### src/rtl/fifo_pkg.sv
// -----------------------------------------------------------------------------
// fifo_pkg
// Shared definitions for both sides of the asynchronous FIFO:
//   - DEFAULT_ADDR_WIDTH / DEFAULT_SYNC_STAGES : default geometry
//   - ptr_t      : pointer type (DEFAULT_ADDR_WIDTH+1 bits, one wrap bit)
//   - bin2gray() : binary -> Gray conversion
//   - gray2bin() : Gray -> binary conversion
// The conversion functions work on a wide container type so that blocks with
// any pointer width can call them; callers zero-extend on the way in and
// truncate on the way out.
// -----------------------------------------------------------------------------
package fifo_pkg;

    localparam int DEFAULT_ADDR_WIDTH  = 3;
    localparam int DEFAULT_SYNC_STAGES = 2;
    localparam int PTR_WIDTH           = DEFAULT_ADDR_WIDTH + 1;
    localparam int MAX_PTR_WIDTH       = 32;

    typedef logic [PTR_WIDTH-1:0]     ptr_t;
    typedef logic [MAX_PTR_WIDTH-1:0] ptr_max_t;

    function automatic ptr_max_t bin2gray(input ptr_max_t bin);
        return bin ^ (bin >> 1);
    endfunction

    // Each binary bit is the XOR of all Gray bits at and above it.
    function automatic ptr_max_t gray2bin(input ptr_max_t gray);
        ptr_max_t bin;
        bin[MAX_PTR_WIDTH-1] = gray[MAX_PTR_WIDTH-1];
        for (int i = MAX_PTR_WIDTH - 2; i >= 0; i--) begin
            bin[i] = bin[i+1] ^ gray[i];
        end
        return bin;
    endfunction

endpackage

### src/rtl/fifo_ptr_sync.sv
// -----------------------------------------------------------------------------
// fifo_ptr_sync
// Multi-flop synchronizer for a Gray-coded pointer crossing into the clk
// domain. Used by both the write side (read pointer) and the read side
// (write pointer).
// Parameters:
//   WIDTH  : pointer width
//   STAGES : number of flops in the chain (2 or more)
// Ports:
//   clk : destination-domain clock
//   rst : asynchronous active-high reset, clears every stage
//   d   : pointer from the other clock domain
//   q   : synchronized pointer (last stage)
// -----------------------------------------------------------------------------
module fifo_ptr_sync #(
    parameter int WIDTH  = fifo_pkg::PTR_WIDTH,
    parameter int STAGES = fifo_pkg::DEFAULT_SYNC_STAGES
) (
    input  logic             clk,
    input  logic             rst,
    input  logic [WIDTH-1:0] d,
    output logic [WIDTH-1:0] q
);

    logic [WIDTH-1:0] sync_q [STAGES];

    // NOTE: this small array is a flop chain, not a RAM, so every stage is reset;
    // a stale pointer left in any stage after reset would be seen as real data.
    always_ff @(posedge clk or posedge rst) begin
        if (rst) begin
            for (int i = 0; i < STAGES; i++) begin
                sync_q[i] <= '0;
            end
        end else begin
            sync_q[0] <= d;
            for (int i = 1; i < STAGES; i++) begin
                sync_q[i] <= sync_q[i-1];
            end
        end
    end

    assign q = sync_q[STAGES-1];

endmodule

### src/rtl/fifo_wr_ctrl.sv
// -----------------------------------------------------------------------------
// fifo_wr_ctrl
// Write-side controller of an asynchronous FIFO: owns the write pointer,
// generates the memory write strobe/address, publishes the Gray write pointer
// to the read domain and produces full / overflow (and optionally almost-full)
// flags from the synchronized read pointer.
// Parameters:
//   ADDR_WIDTH   : memory address width (depth = 2**ADDR_WIDTH)
//   SYNC_STAGES  : flops in the read-pointer synchronizer (>= 2)
//   AFULL_THRESH : occupancy at which w_afull asserts (1 .. depth-1)
// Ports:
//   w_clk      : write-domain clock
//   w_rst      : asynchronous active-high reset
//   w_inc      : write request
//   gray_r_ptr : Gray read pointer from the read domain (asynchronous)
//   w_addr     : memory write address
//   gray_w_ptr : registered Gray write pointer to the read domain
//   w_en       : memory write strobe (w_inc and not full)
//   w_full     : registered full flag
//   w_afull    : registered almost-full flag (only with FIFO_AFULL_EN)
//   w_ovf      : sticky overflow flag, cleared only by reset
// Build option: define FIFO_AFULL_EN to add w_afull and its occupancy logic.
// -----------------------------------------------------------------------------
module fifo_wr_ctrl
    import fifo_pkg::*;
#(
    parameter int ADDR_WIDTH   = DEFAULT_ADDR_WIDTH,
    parameter int SYNC_STAGES  = DEFAULT_SYNC_STAGES,
    parameter int AFULL_THRESH = 6
) (
    input  logic                  w_clk,
    input  logic                  w_rst,
    input  logic                  w_inc,
    input  logic [ADDR_WIDTH:0]   gray_r_ptr,
    output logic [ADDR_WIDTH-1:0] w_addr,
    output logic [ADDR_WIDTH:0]   gray_w_ptr,
    output logic                  w_en,
    output logic                  w_full,
`ifdef FIFO_AFULL_EN
    output logic                  w_afull,
`endif
    output logic                  w_ovf
);

    localparam int PTR_W = ADDR_WIDTH + 1;
    typedef logic [PTR_W-1:0] wptr_t;

    // Full when the write pointer is exactly one lap ahead: in Gray code that
    // is the read pointer with its two MSBs inverted.
    localparam wptr_t FULL_FLIP = wptr_t'(3) << (PTR_W - 2);

    if (SYNC_STAGES < 2) begin : g_bad_sync
        $error("fifo_wr_ctrl: SYNC_STAGES must be 2 or more");
    end
    if (AFULL_THRESH < 1 || AFULL_THRESH > (2**ADDR_WIDTH) - 1) begin : g_bad_afull
        $error("fifo_wr_ctrl: AFULL_THRESH must be 1 .. depth-1");
    end

    wptr_t w_bin;
    wptr_t w_bin_next;
    wptr_t w_gray_next;
    wptr_t r_gray_sync;
    logic  full_next;

    fifo_ptr_sync #(
        .WIDTH  (PTR_W),
        .STAGES (SYNC_STAGES)
    ) u_r_ptr_sync (
        .clk (w_clk),
        .rst (w_rst),
        .d   (gray_r_ptr),
        .q   (r_gray_sync)
    );

    assign w_en   = w_inc & ~w_full;
    assign w_addr = w_bin[ADDR_WIDTH-1:0];

    // NOTE: every signal written here is assigned on every pass, so no latch
    // can be inferred; add a default first if a branch is ever introduced.
    always_comb begin
        w_bin_next  = w_bin + wptr_t'(w_en);
        w_gray_next = wptr_t'(bin2gray(ptr_max_t'(w_bin_next)));
        full_next   = (w_gray_next == (r_gray_sync ^ FULL_FLIP));
    end

    // NOTE: state is updated with non-blocking assignments so every flop
    // samples the pre-edge values, independent of statement order.
    always_ff @(posedge w_clk or posedge w_rst) begin
        if (w_rst) begin
            w_bin      <= '0;
            gray_w_ptr <= '0;
            w_full     <= 1'b0;
            w_ovf      <= 1'b0;
        end else begin
            w_bin      <= w_bin_next;
            gray_w_ptr <= w_gray_next;
            w_full     <= full_next;
            if (w_inc && w_full) begin
                w_ovf <= 1'b1;
            end
        end
    end

`ifdef FIFO_AFULL_EN
    localparam wptr_t AFULL_LEVEL = wptr_t'(AFULL_THRESH);

    wptr_t r_bin_sync;
    wptr_t occupancy;

    // Occupancy uses the post-write pointer so w_afull has no lag, like w_full.
    // The subtraction wraps naturally modulo 2**PTR_W.
    always_comb begin
        r_bin_sync = wptr_t'(gray2bin(ptr_max_t'(r_gray_sync)));
        occupancy  = w_bin_next - r_bin_sync;
    end

    always_ff @(posedge w_clk or posedge w_rst) begin
        if (w_rst) begin
            w_afull <= 1'b0;
        end else begin
            w_afull <= (occupancy >= AFULL_LEVEL);
        end
    end
`endif

endmodule

### config.mk
export PLATFORM = sky130hd
export DESIGN_NAME = fifo_wr_ctrl
export DESIGN_NICKNAME = d
export VERILOG_FILES = /design/src/rtl/fifo_pkg.sv /design/src/rtl/fifo_ptr_sync.sv /design/src/rtl/fifo_wr_ctrl.sv
export SDC_FILE = /design/constraint.sdc
export NUM_CORES = 1
export LEC_CHECK = 0
export BUFFER_PORTS_ARGS = -buffer_cell sky130_fd_sc_hd__buf_4
export CORE_AREA = 10 10 58 60
export CTS_CLUSTER_DIAMETER = 60
export DETAILED_ROUTE_END_ITERATION = 10
export DIE_AREA = 0 0 68 70
export PLACE_DENSITY_LB_ADDON = 0.3
export SYNTH_ARGS = -nofsm -noshare
export SYNTH_HDL_FRONTEND = slang
export SYNTH_HIERARCHICAL = 1
export SYNTH_SLANG_ARGS = --single-unit
### constraint.sdc
create_clock -name w_clk -period 5.5 [get_ports w_clk]
set_input_delay 1.65 -clock w_clk [delete_from_list [all_inputs] [get_ports w_clk]]
set_output_delay 1.65 -clock w_clk [all_outputs]
set_load 0.05 [all_outputs]
### Word-level counts from Yosys, hierarchy flattened

Index checks and enable logic that the tools add are counted.

| operators by class | value |
|---|---|
| add/sub/neg operators | 1 |
| equal/unequal tests | 1 |
| bitwise logic cells | 4 |
| reduce and logical (&&, ||, !) cells | 1 |

Operators by type and width:

| operator | number |
|---|---|
| 4-bit by 1-bit adder with 4-bit output | 1 |
| 4-bit equality test | 1 |
| 4-bit by 3-bit XOR with 4-bit output | 1 |
| 2-bit inverter | 1 |
| 1-bit bitwise AND | 1 |
| 1-bit logical AND | 1 |
| 1-bit inverter | 1 |

| storage, ports and cells | value |
|---|---|
| bits in registers | 18 |
| bits of input ports | 7 |
| word-level logic and storage cells | 13 |
| output and inout bits | 10 |

### Depth between registers and ports, before layout

Gate-level depths: netlist of the first run.

| depth | value |
|---|---|
| depth after elaboration | 5 |
| gate-level depth with buffers | 6 |
| gate-level depth less buffers | 6 |

### Hierarchy

Netlist of the first run, hierarchy kept.

Modules (own cells, without submodules):

| module | sequential area each (sq um) | area an instance (sq um) | times used | cells an instance |
|---|---|---|---|---|
| fifo_wr_ctrl | 225.2 | 417.9 | 1 | 28 |
| fifo_ptr_sync | 200.2 | 234.0 | 1 | 13 |

### Worst setup path after synthesis of the first run

Ideal clock, no wire load.

| timing | value |
|---|---|
| path type | input-to-output |
| start point | input w_inc |
| end point | output w_en |
| setup slack | 1457 ps |
| buffers on the path | 0 |
| data required time | 3850 ps |
| data arrival time | 2393 ps |
| stages on the path | 1 |
| path through | nor2b_1 |

| on the way | value |
|---|---|
| cells in the longest elaborated chain, start to end | 1 |

Ends and longest elaborated chain:

| element | RTL line | RTL |
|---|---|---|
| start: declaration | fifo_wr_ctrl.sv:33 | `input logic w_inc,` |
| 1-bit bitwise AND | fifo_wr_ctrl.sv:75 | `assign w_en = w_inc & ~w_full;` |
| end: declaration | fifo_wr_ctrl.sv:37 | `output logic w_en,` |

No other way between the ends.

### Worst setup path after layout of the first run

Same ends and word-level chain as after synthesis.

==> impl_metrics.py, run 1 <==
metrics = {
    "logic_synthesis": {
        "ys_types": 13,
        "ys.flop_type": "dfrtp_1",
        "synth_cells": 41,
        "ys_async_sr_fraction_pct": 100.0,
        "netlist.area_leader.share_pct": 65.26,
        "yosysMostFrequentCell": "dfrtp_1",
        "synth.ff_latch_count": 17,
        "ys_top_cells_by_count": "dfrtp_1, xor2_1, buf_4",
        "syn_avg_cell_area_um2": 15.90,
        "synthesis.nets": 50,
        "ys_seq_area_share_pct": 65.26,
        "synthTopCellsByArea": "dfrtp_1, xor2_1, buf_4",
        "synth_edf_count": 0,
        "netlist_area_um2": 651.9,
        "yosysWarningCount": 6,
        "yosysTopAreaCell": "dfrtp_1",
    },
    "final_layout": {
        "layout-drive-gt1-share_pct": 36.84,
        "multi_input_area_um2": 188.9,
        "stdcell_area_um2": 807.0,
        "diodes": 0,
        "syn_to_final_growth_pct": 23.80,
        "fillers": 253,
        "regArea_um2": 425.4,
        "final_nets": 67,
        "fin_util_pct": 34.46,
    },
    "placement": {
        "placed_area_um2": 779.5,
        "dp_slack_ps": 1695,
        "gp_congestion": 0.6856,
        "port_buffers": 16,
        "dp.final_hpwl_um": 814.6,
    },
    "timing": {
        "fmax_mhz": 263.9,
        "setup_slack_ps": 1710,
        "finalHoldViolations": 0,
        "setup_tns_ps": 0,
        "rsz0062_at_grt": "no",
        "skew_ps": 3.260,
        "finalCriticalPeriod_ps": 3790,
        "setup_violations": 0,
        "slew_viol_final": 0,
        "period_share_pct": 68.90,
        "maxSlewHeadroom_pct": 72.89,
        "worst_slew_pin_slew_ps": 405.3,
    },
    "clocking": {
        "post-cts-setup-buffer-count": 0,
        "cts_sinks": 17,
        "cts_tree": "yes",
        "clockBufferDepth": 2,
        "post_cts_resized": 0,
        "holdBufCountCts": 0,
        "cts-root-buf": "clkbuf_4",
        "ctsHtreeMaxLevel": 1,
        "clkTransAtPathRegs_ps": 100,
        "cts_buffers": 3,
        "clk_latency_ps": 280,
    },
    "worst_setup_path": {
        "worstPathMaxFanout": 2,
        "cp_data_required_time_ps": 3850,
        "worstSetupPathType": "input pin to output port",
        "reg2regPathDepth": 6,
        "crit_arrival_ps": 2140,
        "crit_path_end_kind": "output port",
        "start_kind": "input pin",
    },
    "drt": {
        "vias": 333,
        "drt_first_iter_violations": 0,
        "routedWlPerCell_um": 11.41,
        "drt-pass1-iter-count": 1,
        "final_antenna_net_count": 0,
        "viasPerCell": 3.828,
        "drc": 0,
        "drt_wl_total_um": 993,
    },
    "global_routing": {
        "grt_pass1_vias": 359,
        "gr-total-overflow": 0,
        "grt_start_max_net_pins": 11,
        "antenna_found_initial": 0,
        "grt_pass1_wl_um": 1593,
        "grtUsageTotal_pct": 4.443,
    },
    "status": {
        "status": "finished, final reports clean",
    },
    "worst_hold_path": {
        "min_path_cells": 0,
        "hold_class": "register to register",
    },
    "floorplanning": {
        "fp.dieH_um": 70,
        "die_w_um": 68,
        "start_util_pct": 27.83,
        "coreArea_um2": 2342,
        "die_area_um2": 4760,
        "pin_count": 17,
        "placementRows": 18,
    },
    "flow_run": {
        "drv_cap": 0,
    },
}
## kinds of logic after synthesis
kind of cell	count (synthesis)	synth area share, %
xor gates and xnor gates	11	19.19
adders and majority gates	2	3.838
and+or+nand+nor	3	3.646
buffers and inverters	6	5.759
DFF	17	65.26
AOI/OAI and AO/OA	2	2.304
## critical path: stages
cell     delay, ps
buf_4           80
nor2b_1        180
buf_4          230
## worst paths after layout
check | slack, ps | end | start
worst max-delay path | 1710 | w_en | w_inc
worst min-delay path | 360 | u_r_ptr_sync/q[3] | u_r_ptr_sync/sync_q[7]
worst max register to register | 3470 | w_full | w_full
worst min register to register | 360 | u_r_ptr_sync/q[3] | u_r_ptr_sync/sync_q[7]
max in group asynchronous | 3910 | w_bin[1] | w_rst
min in group asynchronous | 1300 | u_r_ptr_sync/q[1] | w_rst
## metal layers
metal	GRT usage (%)	part of all wire, %
met5	0	0
met4	3.356	1.2
met3	2.552	9.0
met2	6.418	48
met1	4.554	41
## cell usage in the layout, fill, tap and decap left out
cell type	Yosys	final
inv_1	2	2
a21boi_0	1	1
a21o_1	1	1
dfrtp_1	17	17
xor3_1	1	1
nor4_2	1	1
buf_4	4	16
ha_1	2	2
clkinv_2	0	1
xor2_1	6	6
xnor3_1	1	1
nand3_1	1	1
nor2b_1	1	1
xnor2_1	3	3
clkbuf_4	0	3
## flip-flops by register name, indices dropped and copies added, names as in the netlist
signal and flops:
gray_w_ptr 4, u_r_ptr_sync/q 4, u_r_ptr_sync/sync_q 4, w_bin 3, w_full 1, w_ovf 1
## area by class of cell
class | count | share of cell area (%)
Clock buffer | 3 | 2.791
Clock inverter | 1 | 0.6202
Inverter | 2 | 0.9302
Multi-Input combinational cell | 18 | 23.41
Sequential cell | 17 | 52.71
Tap cell | 30 | 4.651
Timing Repair Buffer | 16 | 14.88
## through the flow
step                hold slack [ps]  cells
finish                        357.2     87
global route                  369.4     87
CTS                           358.9     87
detailed placement            335.5     83
global placement              331.4     83
floorplan                     331.2     41
Power of run 1 is not shown: default switching activity piles up to over one toggle a cycle in this logic, so the estimate is an artifact.
==> run 2, diff against run 1 <==
==> constraint.sdc (replaced) <==
create_clock -name w_clk -period 3.98 [get_ports w_clk]
set_input_delay 1.194 -clock w_clk [delete_from_list [all_inputs] [get_ports w_clk]]
set_output_delay 1.194 -clock w_clk [all_outputs]
set_load 0.05 [all_outputs]
==> run 2 against run 1 <==
Net effect:
- utilization fell by 0.053 points
- setup slack got worse by 600 ps
- first-iteration DRC count rose by 5
- highest routed layer unchanged
- sequential share of layout area rose by 0.082 points
- final cell count did not move
- cell area fell by 0.16%
- non-clock buffer count did not move
- register-to-register slack got worse by 1500 ps
- critical path depth did not move
- routed wire length rose by 6.6%
==> impl_metrics.py, run 2 (same netlist as run 1, synthesis figures left out) <==
metrics = {
    "timing": {
        "finalHoldViolations": 0,
        "maxSlewHeadroom_pct": 74.79,
        "skew_ps": 1.784,
        "setup_tns_ps": 0,
        "period_share_pct": 72.17,
        "finalCriticalPeriod_ps": 2873,
        "worst_slew_pin_slew_ps": 376.9,
        "setup_violations": 0,
        "slew_viol_final": 0,
        "rsz0062_at_grt": "no",
        "fmax_mhz": 348.1,
    },
    "global_routing": {
        "grt_pass1_vias": 382,
        "busiest_layer": "met2",
        "use_met1_pct": 5.458,
        "grt_start_max_net_pins": 10,
        "grtUsageTotal_pct": 4.936,
        "gr-total-overflow": 0,
        "use_met3_pct": 2.871,
        "antenna_found_initial": 0,
        "grt_pass1_wl_um": 1759,
        "grtUsageMet2_pct": 7.143,
    },
    "clocking": {
        "cts_tree": "yes",
        "clk_latency_ps": 280,
        "ctsHtreeMaxLevel": 1,
        "post_cts_resized": 0,
        "clockBufferDepth": 2,
        "cts_buffers": 3,
        "post-cts-setup-buffer-count": 0,
        "cts_sinks": 17,
        "clkTransAtPathRegs_ps": 90,
        "cts-root-buf": "clkbuf_4",
        "holdBufCountCts": 0,
    },
    "drt": {
        "viasPerCell": 3.713,
        "drt_first_iter_violations": 5,
        "final_antenna_net_count": 0,
        "drc": 0,
        "vias": 323,
        "drt_wl_total_um": 1059,
        "drt-pass1-iter-count": 4,
        "routedWlPerCell_um": 12.17,
    },
    "floorplanning": {
        "fp.dieH_um": 70,
        "pin_count": 17,
        "coreArea_um2": 2342,
        "die_area_um2": 4760,
        "placementRows": 18,
        "die_w_um": 68,
        "start_util_pct": 27.83,
    },
    "placement": {
        "gp_congestion": 0.7295,
        "dp.final_hpwl_um": 864,
        "port_buffers": 16,
    },
    "worst_setup_path": {
        "reg2regPathDepth": 6,
        "critical_path_buf_inv_count": 2,
        "start_kind": "input pin",
        "path_common_cell": "buf_4",
        "worstPathMaxFanout": 2,
        "worstSetupPathType": "input pin to output port",
        "crit_path_end_kind": "output port",
        "reg2reg_to": "w_full",
        "max_stage_delay_ps": 230,
        "crit_path_end": "w_en",
        "cpLargestDelayFamily": "buffers and inverters",
        "rrSetupSlack_ps": 1970,
        "cp.depth": 3,
        "cp_data_required_time_ps": 2790,
        "crit_arrival_ps": 1680,
        "startpoint": "w_inc",
        "crit_chain": "buf_4 > nor2b_1 > buf_4",
        "cp_slowest_cell": "buf_4",
        "reg2reg_from": "w_full",
    },
    "final_layout": {
        "diodes": 0,
        "most-common-layout-cells": "dfrtp_1, buf_4, xor2_1",
        "syn_to_final_growth_pct": 23.61,
        "final_nets": 67,
        "fin_util_pct": 34.40,
        "final_common_cell": "dfrtp_1",
        "multi_input_area_um2": 188.9,
        "regArea_um2": 425.4,
        "fillers": 248,
        "layout-drive-gt1-share_pct": 35.09,
    },
    "worst_hold_path": {
        "hold_class": "register to register",
    },
    "flow_run": {
        "drv_cap": 0,
    },
    "status": {
        "status": "finished, final reports clean",
    },
}
## run 2: changes by cell type in the layout (fill, tap and decap cells not counted)
cell | previous run | this run
clkbuf_1 | 0 | 1
clkinv_2 | 1 | 0
## run 2: how the worst min path moves through the flow
stage,start,to,cells past startpoint
floorplan,u_r_ptr_sync/sync_q[4],u_r_ptr_sync/q[0],0
global placement,u_r_ptr_sync/sync_q[5],u_r_ptr_sync/q[1],0
detailed placement,u_r_ptr_sync/sync_q[5],u_r_ptr_sync/q[1],0
CTS,u_r_ptr_sync/sync_q[5],u_r_ptr_sync/q[1],0
global route,u_r_ptr_sync/sync_q[5],u_r_ptr_sync/q[1],0
finish,u_r_ptr_sync/sync_q[5],u_r_ptr_sync/q[1],0
## run 2: layer usage
metal / vias to the layer above / wire, um
met5: - / 0
li1: 161 / -
met4: 0 / 12
met2: 10 / 518
met1: 150 / 434
met3: 2 / 93
## run 2: cell type report
cell class | count | share of cell area (%)
inverter | 2 | 0.9317
multi-input combinational | 18 | 23.45
tap | 30 | 4.658
timing repair buffer | 16 | 14.91
clock buffer | 4 | 3.261
sequential | 17 | 52.80
## run 2: through the flow
step / cell area [um^2] / setup slack, ps / instances / hold WS (ps)
global route: 805.8 / 1058 / 87 / 374.7
global placement: 779.5 / 1108 / 83 / 331.4
finish: 805.8 / 1107 / 87 / 359.8
floorplan: 651.9 / 606.1 / 41 / 331.2
detailed placement: 779.5 / 1056 / 83 / 340.2
CTS: 805.8 / 1099 / 87 / 363.3
## run 2: worst register-to-register path, stage by stage, from the launching register on
cell and delay, ps:
dfrtp_1 420, nor2b_1 170, ha_1 220, ha_1 200, xor2_1 340, xor3_1 300
nor4_2 270
Power of run 2 is left out for the same reason.
